### src/rtl/soc_peripheral_arbiter_if.sv
// rtl/soc_peripheral_arbiter_if.sv - SoC memory bus between a bus master and the peripheral arbiter
interface SoC_MemBus;
  logic        req;
  logic [31:0] addr;
  logic        write_en;
  logic [3:0]  byte_en;
  logic [31:0] write_data;
  logic        valid;
  logic [31:0] read_data_drv;
  wire  [31:0] read_data;

  // Read data only carries a value while a response is being presented.
  assign read_data = valid ? read_data_drv : 32'bz;

  modport Slave (
    input  req, addr, write_en, byte_en, write_data,
    output valid, read_data_drv
  );

  modport Master (
    output req, addr, write_en, byte_en, write_data,
    input  valid, read_data
  );
endinterface

### src/rtl/soc_peripheral_arbiter.sv
// rtl/soc_peripheral_arbiter.sv - decodes SoC bus accesses onto N_CH peripheral channels
// Optional access timeout enabled by defining SOC_PERIPH_TIMEOUT_EN.
module soc_peripheral_arbiter #(
  parameter int                  N_CH        = 4,
  parameter logic [N_CH*32-1:0]  CH_BASE     = {32'h0000_3000, 32'h0000_2000, 32'h0000_1000, 32'h0000_0000},
  parameter logic [N_CH*32-1:0]  CH_MASK     = {4{32'hFFFF_F000}},
  parameter int                  MIN_LATENCY = 1,
  parameter int                  TIMEOUT     = 255
) (
  input  logic                clk,
  input  logic                res_n,
  SoC_MemBus.Slave            bus,
  output logic [N_CH-1:0]     ch_sel,
  output logic [31:0]         ch_addr,
  output logic [31:0]         ch_write_data,
  output logic                ch_we,
  input  logic [N_CH*32-1:0]  ch_read_data,
  input  logic [N_CH*32-1:0]  ch_unchanged,
  input  logic [N_CH-1:0]     ch_ready
);

  localparam int          CW      = (N_CH > 1) ? $clog2(N_CH) : 1;
  localparam logic [4:0]  LAT_REQ = 5'(MIN_LATENCY);
  localparam logic [15:0] TMO_LIM = 16'(TIMEOUT - 1);

  typedef enum logic [2:0] {
    IDLE   = 3'd0,
    ACCESS = 3'd1,
    WRITE  = 3'd2,
    DONE   = 3'd3,
    FAULT  = 3'd4
  } state_t;

  state_t          state;
  logic [3:0]      lat_cnt;
  logic [31:0]     hold;
  logic [31:0]     lat_addr;
  logic            lat_we;
  logic [3:0]      lat_be;
  logic [31:0]     lat_wdata;
  logic [CW-1:0]   lat_ch;
  logic [N_CH-1:0] sel_r;
  logic            we_r;
  logic            valid_r;

  logic            dec_hit;
  logic [CW-1:0]   dec_ch;
  logic [N_CH-1:0] dec_onehot;
  logic            stable;
  logic            lat_met;
  logic            cond;
  logic [31:0]     sel_rdata;
  logic [31:0]     sel_unch;
  logic [31:0]     sel_mask;

  // Descending scan so the lowest-index matching window is the one kept.
  always_comb begin
    dec_hit    = 1'b0;
    dec_ch     = '0;
    dec_onehot = '0;
    for (int i = N_CH - 1; i >= 0; i--) begin
      if ((bus.addr & CH_MASK[i*32 +: 32]) == CH_BASE[i*32 +: 32]) begin
        dec_hit       = 1'b1;
        dec_ch        = CW'(i);
        dec_onehot    = '0;
        dec_onehot[i] = 1'b1;
      end
    end
  end

  assign stable    = bus.req && (bus.addr == lat_addr) && (bus.write_en == lat_we);
  assign sel_rdata = ch_read_data[32*lat_ch +: 32];
  assign sel_unch  = ch_unchanged[32*lat_ch +: 32];
  assign sel_mask  = CH_MASK[32*lat_ch +: 32];
  assign lat_met   = ({1'b0, lat_cnt} + 5'd1) >= LAT_REQ;
  assign cond      = lat_met && ch_ready[lat_ch];

`ifdef SOC_PERIPH_TIMEOUT_EN
  logic [15:0] tmo_cnt;
`else
  logic unused_cfg;
  assign unused_cfg = ^TMO_LIM;
`endif

  always_ff @(posedge clk or negedge res_n) begin
    if (!res_n) begin
      state     <= IDLE;
      lat_cnt   <= '0;
      hold      <= '0;
      lat_addr  <= '0;
      lat_we    <= 1'b0;
      lat_be    <= '0;
      lat_wdata <= '0;
      lat_ch    <= '0;
      sel_r     <= '0;
      we_r      <= 1'b0;
      valid_r   <= 1'b0;
`ifdef SOC_PERIPH_TIMEOUT_EN
      tmo_cnt   <= '0;
`endif
    end else begin
      case (state)
        IDLE: begin
          valid_r <= 1'b0;
          we_r    <= 1'b0;
          if (bus.req) begin
            lat_addr  <= bus.addr;
            lat_we    <= bus.write_en;
            lat_be    <= bus.byte_en;
            lat_wdata <= bus.write_data;
            lat_ch    <= dec_ch;
            lat_cnt   <= '0;
`ifdef SOC_PERIPH_TIMEOUT_EN
            tmo_cnt   <= '0;
`endif
            if (dec_hit) begin
              state <= ACCESS;
              sel_r <= dec_onehot;
            end else begin
              state <= FAULT;
              hold  <= '0;
            end
          end
        end

        ACCESS: begin
          if (!stable) begin
            state <= IDLE;
            sel_r <= '0;
          end else begin
            if (lat_cnt != 4'hF) lat_cnt <= lat_cnt + 4'd1;
            if (cond) begin
              if (lat_we) begin
                state <= WRITE;
                we_r  <= 1'b1;
                hold  <= '0;
              end else begin
                state <= DONE;
                hold  <= sel_rdata;
              end
            end
`ifdef SOC_PERIPH_TIMEOUT_EN
            else if (tmo_cnt == TMO_LIM) begin
              state <= FAULT;
              sel_r <= '0;
              hold  <= 32'hDEAD_BEEF;
            end else begin
              tmo_cnt <= tmo_cnt + 16'd1;
            end
`endif
          end
        end

        WRITE: begin
          we_r <= 1'b0;
          if (!stable) begin
            state <= IDLE;
            sel_r <= '0;
          end else begin
            state <= DONE;
          end
        end

        // The response is presented one cycle after entry and held while the request is stable.
        DONE, FAULT: begin
          if (!stable) begin
            state   <= IDLE;
            sel_r   <= '0;
            valid_r <= 1'b0;
          end else begin
            valid_r <= 1'b1;
          end
        end

        default: begin
          state   <= IDLE;
          sel_r   <= '0;
          we_r    <= 1'b0;
          valid_r <= 1'b0;
        end
      endcase
    end
  end

  always_comb begin
    ch_write_data = '0;
    for (int b = 0; b < 4; b++) begin
      ch_write_data[8*b +: 8] = lat_be[b] ? lat_wdata[8*b +: 8] : sel_unch[8*b +: 8];
    end
  end

  assign ch_sel            = sel_r;
  assign ch_addr           = lat_addr & ~sel_mask;
  assign ch_we             = we_r && stable;
  assign bus.valid         = valid_r && stable;
  assign bus.read_data_drv = hold;

endmodule

### src/flat_wrapper.sv
// flat-port wrapper written by rule: the top's interface ports become plain ports
module soc_peripheral_arbiter_flat 
#(
  parameter int                  N_CH        = 4,
  parameter logic [N_CH*32-1:0]  CH_BASE     = {32'h0000_3000, 32'h0000_2000, 32'h0000_1000, 32'h0000_0000},
  parameter logic [N_CH*32-1:0]  CH_MASK     = {4{32'hFFFF_F000}},
  parameter int                  MIN_LATENCY = 1,
  parameter int                  TIMEOUT     = 255
)
  (clk, res_n, ch_sel, ch_addr, ch_write_data, ch_we, ch_read_data, ch_unchanged, ch_ready, bus_req, bus_addr, bus_write_en, bus_byte_en, bus_write_data, bus_valid, bus_read_data_drv);
  SoC_MemBus bus_i ();
  input  logic clk;
  input  logic res_n;
  output logic [N_CH-1:0] ch_sel;
  output logic [31:0] ch_addr;
  output logic [31:0] ch_write_data;
  output logic ch_we;
  input  logic [N_CH*32-1:0] ch_read_data;
  input  logic [N_CH*32-1:0] ch_unchanged;
  input  logic [N_CH-1:0] ch_ready;
  input wire logic [$bits(bus_i.req)-1:0] bus_req;
  input wire logic [$bits(bus_i.addr)-1:0] bus_addr;
  input wire logic [$bits(bus_i.write_en)-1:0] bus_write_en;
  input wire logic [$bits(bus_i.byte_en)-1:0] bus_byte_en;
  input wire logic [$bits(bus_i.write_data)-1:0] bus_write_data;
  output wire logic [$bits(bus_i.valid)-1:0] bus_valid;
  output wire logic [$bits(bus_i.read_data_drv)-1:0] bus_read_data_drv;
  assign bus_i.req = bus_req;
  assign bus_i.addr = bus_addr;
  assign bus_i.write_en = bus_write_en;
  assign bus_i.byte_en = bus_byte_en;
  assign bus_i.write_data = bus_write_data;
  assign bus_valid = bus_i.valid;
  assign bus_read_data_drv = bus_i.read_data_drv;
  soc_peripheral_arbiter #(.N_CH(N_CH), .CH_BASE(CH_BASE), .CH_MASK(CH_MASK), .MIN_LATENCY(MIN_LATENCY), .TIMEOUT(TIMEOUT)) u_core (.clk(clk), .res_n(res_n), .bus(bus_i), .ch_sel(ch_sel), .ch_addr(ch_addr), .ch_write_data(ch_write_data), .ch_we(ch_we), .ch_read_data(ch_read_data), .ch_unchanged(ch_unchanged), .ch_ready(ch_ready));
endmodule
### config.mk
export PLATFORM = sky130hd
export DESIGN_NAME = soc_peripheral_arbiter_flat
export DESIGN_NICKNAME = d
export VERILOG_FILES = /design/src/rtl/soc_peripheral_arbiter_if.sv /design/src/rtl/soc_peripheral_arbiter.sv /design/src/flat_wrapper.sv
export SDC_FILE = /design/constraint.sdc
export NUM_CORES = 1
export LEC_CHECK = 0
export BUFFER_PORTS_ARGS = -buffer_cell sky130_fd_sc_hd__buf_2
export CAP_MARGIN = 10
export CORE_AREA = 2 2 169 171
export DETAILED_ROUTE_END_ITERATION = 16
export DIE_AREA = 0 0 171 173
export GPL_ROUTABILITY_DRIVEN = 0
export PLACE_DENSITY = 0.53
export SLEW_MARGIN = 25
export SYNTH_ARGS = -nofsm -noshare
export SYNTH_HDL_FRONTEND = slang
export SYNTH_SLANG_ARGS = --single-unit
### constraint.sdc
create_clock -name clk -period 5.4 [get_ports clk]
set_input_delay 0.27 -clock clk [delete_from_list [all_inputs] [get_ports clk]]
set_output_delay 0.27 -clock clk [all_outputs]
set_load 0.005 [all_outputs]
; ---- Yosys cells after proc, flatten, opt, wreduce, memory -nomap -nowiden
; Cells that the tools add are included.
[word_totals]
reg_bits = 116
input_bits = 332
output_inout_bits = 102
elab_cells = 104
[op_classes]
n_addsub = 2
magnitude_cmp = 2
n_eq_ne = 20
n_shift = 3
muxes = 46
bitwise = 3
reduce_logical = 17
[ops]
columns = operator, count
row1 = 128-bit by 8-bit variable part select with 32-bit output, 2
row2 = 32-bit two-way mux, 5
row3 = 128-bit by 8-bit variable part select with 32-bit output (first input constant), 1
row4 = 32-bit case mux with 2 select lines, 1
row5 = 20-bit by 2-bit equality test with 1-bit output (second input constant), 2
row6 = 4-bit two-way mux, 10
row7 = 32-bit bitwise AND, 1
row8 = 32-bit equality test, 1
row9 = 32-bit logical NOT, 1
row10 = 8-bit two-way mux, 4
row11 = 32-bit inverter, 1
row12 = 20-bit by 1-bit equality test with 1-bit output (second input constant), 1
row13 = 4-bit case mux with 2 select lines, 2
row14 = 3-bit two-way mux, 5
row15 = 3-bit case mux with 4 select lines, 1
row16 = 1-bit two-way mux, 10
row17 = 2-bit two-way mux, 5
row18 = 2-bit by 1-bit != test with 1-bit output (second input constant), 5
row19 = 2-bit != test (second input constant), 4
row20 = 4-bit AND reduction, 2
row21 = 3-bit by 2-bit equality test with 1-bit output (second input constant), 2
row22 = 3-bit AND reduction, 2
row23 = 4-bit by 1-bit adder with 5-bit output (second input constant), 1
row24 = 5-bit by 1-bit greater-or-equal comparator with 1-bit output (second input constant), 1
row25 = 17 further kinds, 23

; ---- Depth between registers and ports, before layout
[logic_depth]
word_depth = 8
ltp_mapped = 9
mapped_depth_nobuf = 8

; ---- Worst setup path before layout
; Ideal clock, no wire load.
[synth_path]
path_type = register -> register
startpoint = register u_core.lat_cnt[0]
endpoint = register u_core.hold[10], in the netlist u_core.bus.read_data_drv[10]
setup_ns = 0.065
arrival_ns = 2.067
required_time_ns = 5.335
path_slack_ns = 3.267
path_stages_with_launch = 10
n_path_buf = 1
synth_period_minus_slack_ns = 2.133
path_cell_list = dfrtp_1 -> inv_1 -> ha_1 -> nor4b_1 -> o21ai_0 -> a21oi_2 -> a211oi_1 -> o21ai_1 -> clkbuf_1 -> a22o_1
[synth_via]
elab_chain_len = 5
[synth_lines]
columns = item, line
row1 = from (decl), soc_peripheral_arbiter.sv:35  ; logic [3:0] lat_cnt;
row2 = from (signal assigned), soc_peripheral_arbiter.sv:131  ; if (lat_cnt != 4'hF) lat_cnt <= lat_cnt + 4'd1;
row3 = 4-bit by 1-bit adder with 5-bit output, soc_peripheral_arbiter.sv:75  ; assign lat_met = ({1'b0, lat_cnt} + 5'd1) >= LAT_REQ;
row4 = 5-bit by 1-bit greater-or-equal comparator with 1-bit output, soc_peripheral_arbiter.sv:75
row5 = 1-bit logical AND, soc_peripheral_arbiter.sv:76  ; assign cond = lat_met && ch_ready[lat_ch];
row6 = 2-bit by 1-bit != test with 1-bit output (no source line), --
row7 = 5-bit AND reduction (no source line), --
row8 = to (signal assigned), soc_peripheral_arbiter.sv:139  ; hold <= sel_rdata;
row9 = to (decl), soc_peripheral_arbiter.sv:36  ; logic [31:0] hold;
; Every way passes these cells.
; A chain may end at the register's enable or synchronous reset.

; ---- Worst setup path after layout
[layout_path]
startpoint = register u_core.lat_ch[1]
endpoint = output port ch_write_data[2]
[layout_via]
elab_chain_len = 2
[layout_lines]
columns = item, line
row1 = from (decl), soc_peripheral_arbiter.sv:41  ; logic [CW-1:0] lat_ch;
row2 = from (signal assigned), soc_peripheral_arbiter.sv:111  ; lat_ch <= dec_ch;
row3 = 128-bit by 8-bit variable part select with 32-bit output, soc_peripheral_arbiter.sv:73  ; assign sel_unch = ch_unchanged[32*lat_ch +: 32];
row4 = 8-bit two-way mux, soc_peripheral_arbiter.sv:188  ; ch_write_data[8*b +: 8] = lat_be[b] ? lat_wdata[8*b +: 8] : sel_unch[8*b +: 8];
row5 = to (decl), flat_wrapper.sv:16  ; output logic [31:0] ch_write_data;
; Every way passes these cells.

==> impl_metrics.tcl <==
set metrics [dict create \
    grt_use_total_pct 16.7 \
    die_y_um 173 \
    p_comb_share_pct 18.3 \
    synth_async_sr_flop_share_pct 100 \
    power_frac_seq_pct 38.8 \
    synth_area_per_cell_um2 10.5 \
    clockRootBuffer "clkbuf_16" \
    yosysUniqueCellTypes 49 \
    vdd_drop_max_uv 128 \
    drtIter0Drc 267 \
    syn-instance-count 694 \
    power.density_mw_per_mm2 254 \
    htreeDepth 4 \
    syn-cell-area_mm2 0.00732 \
    numCtsBuffers 17 \
    multi_input_area_mm2 0.00402 \
    synth_edf_count 0 \
    core-area_mm2 0.0276 \
    routed_via_density 4.62 \
    hold_start "bus_write_data[31]" \
    cp-start-kind "flop" \
    grt_setup_unrepaired "no" \
    die-area_mm2 0.0296 \
    grt_overflow_total 0 \
    grt_pass1_wl_um 38000 \
    fillers 2856 \
    crit_path_end_kind "primary output" \
    worstPathCellList "buf_4, mux4_2, mux2_2, buf_2" \
    fmax_ghz 0.340 \
    die_w_um 171 \
    vias 6780 \
    skew_ns 0.0153 \
    io_buffers 413 \
    utilization_pct 36.8 \
    cts_tree "yes" \
    holdPathEnd "u_core.lat_wdata[31]" \
    drive_above_1_share_pct 51.7 \
    cp_data_required_time_ns 5.13 \
    critPathTopFamily "flip-flops" \
    timing.rr.start "u_core.state[0]" \
    cts.sinks 116 \
    worst_ep_arrival_time_ns 2.67 \
    grt_start_max_net_pins 62 \
    dp_slack_ns 2.79 \
    maxSlewHeadroom_pct 44.6 \
    ant_nets 0 \
    dp_hpwl_um 19700 \
    setup_violations 0 \
    first_global_vias 6772 \
    min_period_over_period_pct 54.5 \
    drc_errors 0 \
    power_mw 2.58 \
    synth_seq_area_share_pct 39.7 \
    path_class "flop to primary output" \
    cp_slowest_cell "dfrtp_2" \
    p_int_mw 1.84 \
    layout_setup_ws_ns 2.46 \
    ioPinCount 434 \
    start_util_pct 26.5 \
    finalCriticalPeriod_ns 2.94 \
    dr.pass1.iters 4 \
    leakagePower_nw 5.09 \
    hold_depth 3 \
    path_clk_slew_ns 0.07 \
    p_sw_mw 0.749 \
    rows 61 \
    regArea_mm2 0.00291 \
    synth_seq_cells 116 \
    hold_class "input pin to flop" \
    wl_per_cell_um 17.4 \
    synthFlopType "dfrtp_1" \
    cts.path.max_buffers 2 \
    cp_max_fo 39 \
    drv_cap 0 \
    yosys_warnings 0 \
    stdcell_area_mm2 0.0102 \
    worst_slew_pin_slew_ns 0.831 \
    hold_viol 0 \
    area_growth_pct 38.8 \
    worstPathBufferInverterCount 2 \
    wirelength_um 25500 \
    reg2reg_slack_ns 2.80 \
    outcome "complete, no violations" \
    critPathMaxStageDelay_ns 0.80 \
    tns_ns 0 \
    clock_latency_ns 0.41 \
    antenna_found_initial 4 \
    diodes 0 \
    timing.final.max_slew_violations 0 \
    nNetsFinal 1412 \
    postPlaceCellArea_mm2 0.00958 \
    rr_endpoint "u_core.lat_wdata[9]" \
    swShare_pct 29.0 \
    worstRegToRegCells 6 \
    clkPwrFrac_pct 42.9 \
]
[per-layer routing]
layer,up-vias,GRT usage [%],share of wire [%]
li1,3208,-,-
met1,3249,20.8,41
met2,286,28.4,50
met3,31,3.85,6.7
met4,6,5.26,1.8
met5,-,0,0.16
[final cells by class]
class | count | share of cell area, %
timing repair buffer | 423 | 21.1
clock buffer | 17 | 4.19
tap | 378 | 4.66
multi-input combinational | 510 | 39.6
clock inverter | 15 | 1.44
sequential | 116 | 28.6
inverter | 10 | 0.370
[cells in the mapped netlist (2+ instances only)]
master	n	area [um^2]
nand2_1	220	826
dfrtp_1	116	2900
mux4_2	65	1460
a22o_1	33	289
mux2_2	33	372
buf_4	32	240
clkbuf_1	28	105
xor2_1	28	245
nor4_1	14	87.6
inv_1	10	37.5
nor2_1	10	37.5
nand3_1	9	45.0
buf_2	8	40.0
a21oi_1	7	35.0
a31oi_1	7	43.8
nor3_1	7	35.0
buf_1	6	22.5
o21ai_0	6	30.0
xnor2_1	5	43.8
o22ai_1	4	25.0
and2_1	3	18.8
buf_6	3	33.8
nand2b_1	3	18.8
a211oi_1	2	15.0
a41o_1	2	20.0
ha_1	2	25.0
nand4_1	2	12.5
nor3_2	2	20.0
nor3b_1	2	15.0
nor4b_1	2	17.5
o211ai_1	2	15.0
o21ai_1	2	10.0
o31ai_1	2	15.0
or4_1	2	15.0
[worst register-to-register path, stage by stage (launching register included)]
cell and delay [ns]:
dfrtp_1 0.50, nor2_1 0.31, nand2_1 0.28, nor2_4 0.65, buf_4 0.56, nand2_1 0.18, nand2_1 0.07
[cell families (layout without fill, tap and decap cells)]
group,Yosys count,count (layout),synth area share (%)
AND/OR/NAND/NOR,284,284,16.8
flip-flops,116,116,39.7
multiplexers,98,98,25.1
buffers and inverters,87,465,6.55
AO/OA/AOI/OAI,73,73,7.51
XOR/XNOR,33,33,3.95
adder cells (fa/ha/maj),2,2,0.342
other,1,20,0.0513
[worst max-delay path by stage]
stage               slack [ns]               from                      endpoint  depth (start not counted)
finish                    2.46   u_core.lat_ch[1]              ch_write_data[2]                          4
global route              2.28   u_core.lat_ch[0]             ch_write_data[10]                          4
CTS                       2.41   u_core.lat_ch[0]             ch_write_data[10]                          4
detailed placement        2.79    u_core.state[0]          u_core.lat_wdata[28]                          6
global placement          2.86   u_core.lat_ch[0]             ch_write_data[10]                          4
floorplan                 3.27  u_core.lat_cnt[0]  u_core.bus.read_data_drv[10]                          9
[cell usage in the layout (no fill, tap or decap), types with 4 or more instances in the layout]
cell          n
a21oi_1       7
buf_4        10
nor3_1        7
nand3_1       9
nor2_1        9
inv_6         6
nor4_1       14
clkinvlp_4    4
a22o_1       33
inv_1        10
dfrtp_1     114
o22ai_1       4
conb_1       20
nand2_1     219
o21ai_0       6
clkbuf_16    17
buf_2       412
a31oi_1       7
xor2_1       28
xnor2_1       5
mux4_2       65
mux2_2       33
[flip-flops by register name (all words and copies together) (netlist names)]
register / cells
u_core.bus.read_data_drv: 32
u_core.ch_sel: 4
u_core.lat_addr: 32
u_core.lat_be: 4
u_core.lat_ch: 2
u_core.lat_cnt: 4
u_core.lat_wdata: 32
u_core.lat_we: 1
u_core.state: 3
u_core.valid_r: 1
u_core.we_r: 1
[repair_timing]
item,4_1_cts,5_1_grt
hold buffers,1,0
endpoints found under the hold margin,35,0
gates resized for setup,0,0
buffers inserted,0,0
[power by group through the flow]
stage	Clock [mW]	Sequential (mW)	Combinational, mW
2_1_floorplan	0	0.993	0.266
3_3_place_gp	0	1.02	0.473
3_5_place_dp	0	1.02	0.478
4_1_cts	1.15	1.00	0.480
5_1_grt	1.19	1.01	0.527
6_report	1.11	1.00	0.473
[through the flow]
stage | hold slack (ns) | cells
after floorplan | -0.0256 | 713
after global placement | 0.421 | 1436
after detailed placement | 0.408 | 1436
after CTS | 0.0204 | 1469
after global routing | 0.0332 | 1469
final | 0.0437 | 1469
Power figures use the tool's default switching activity.
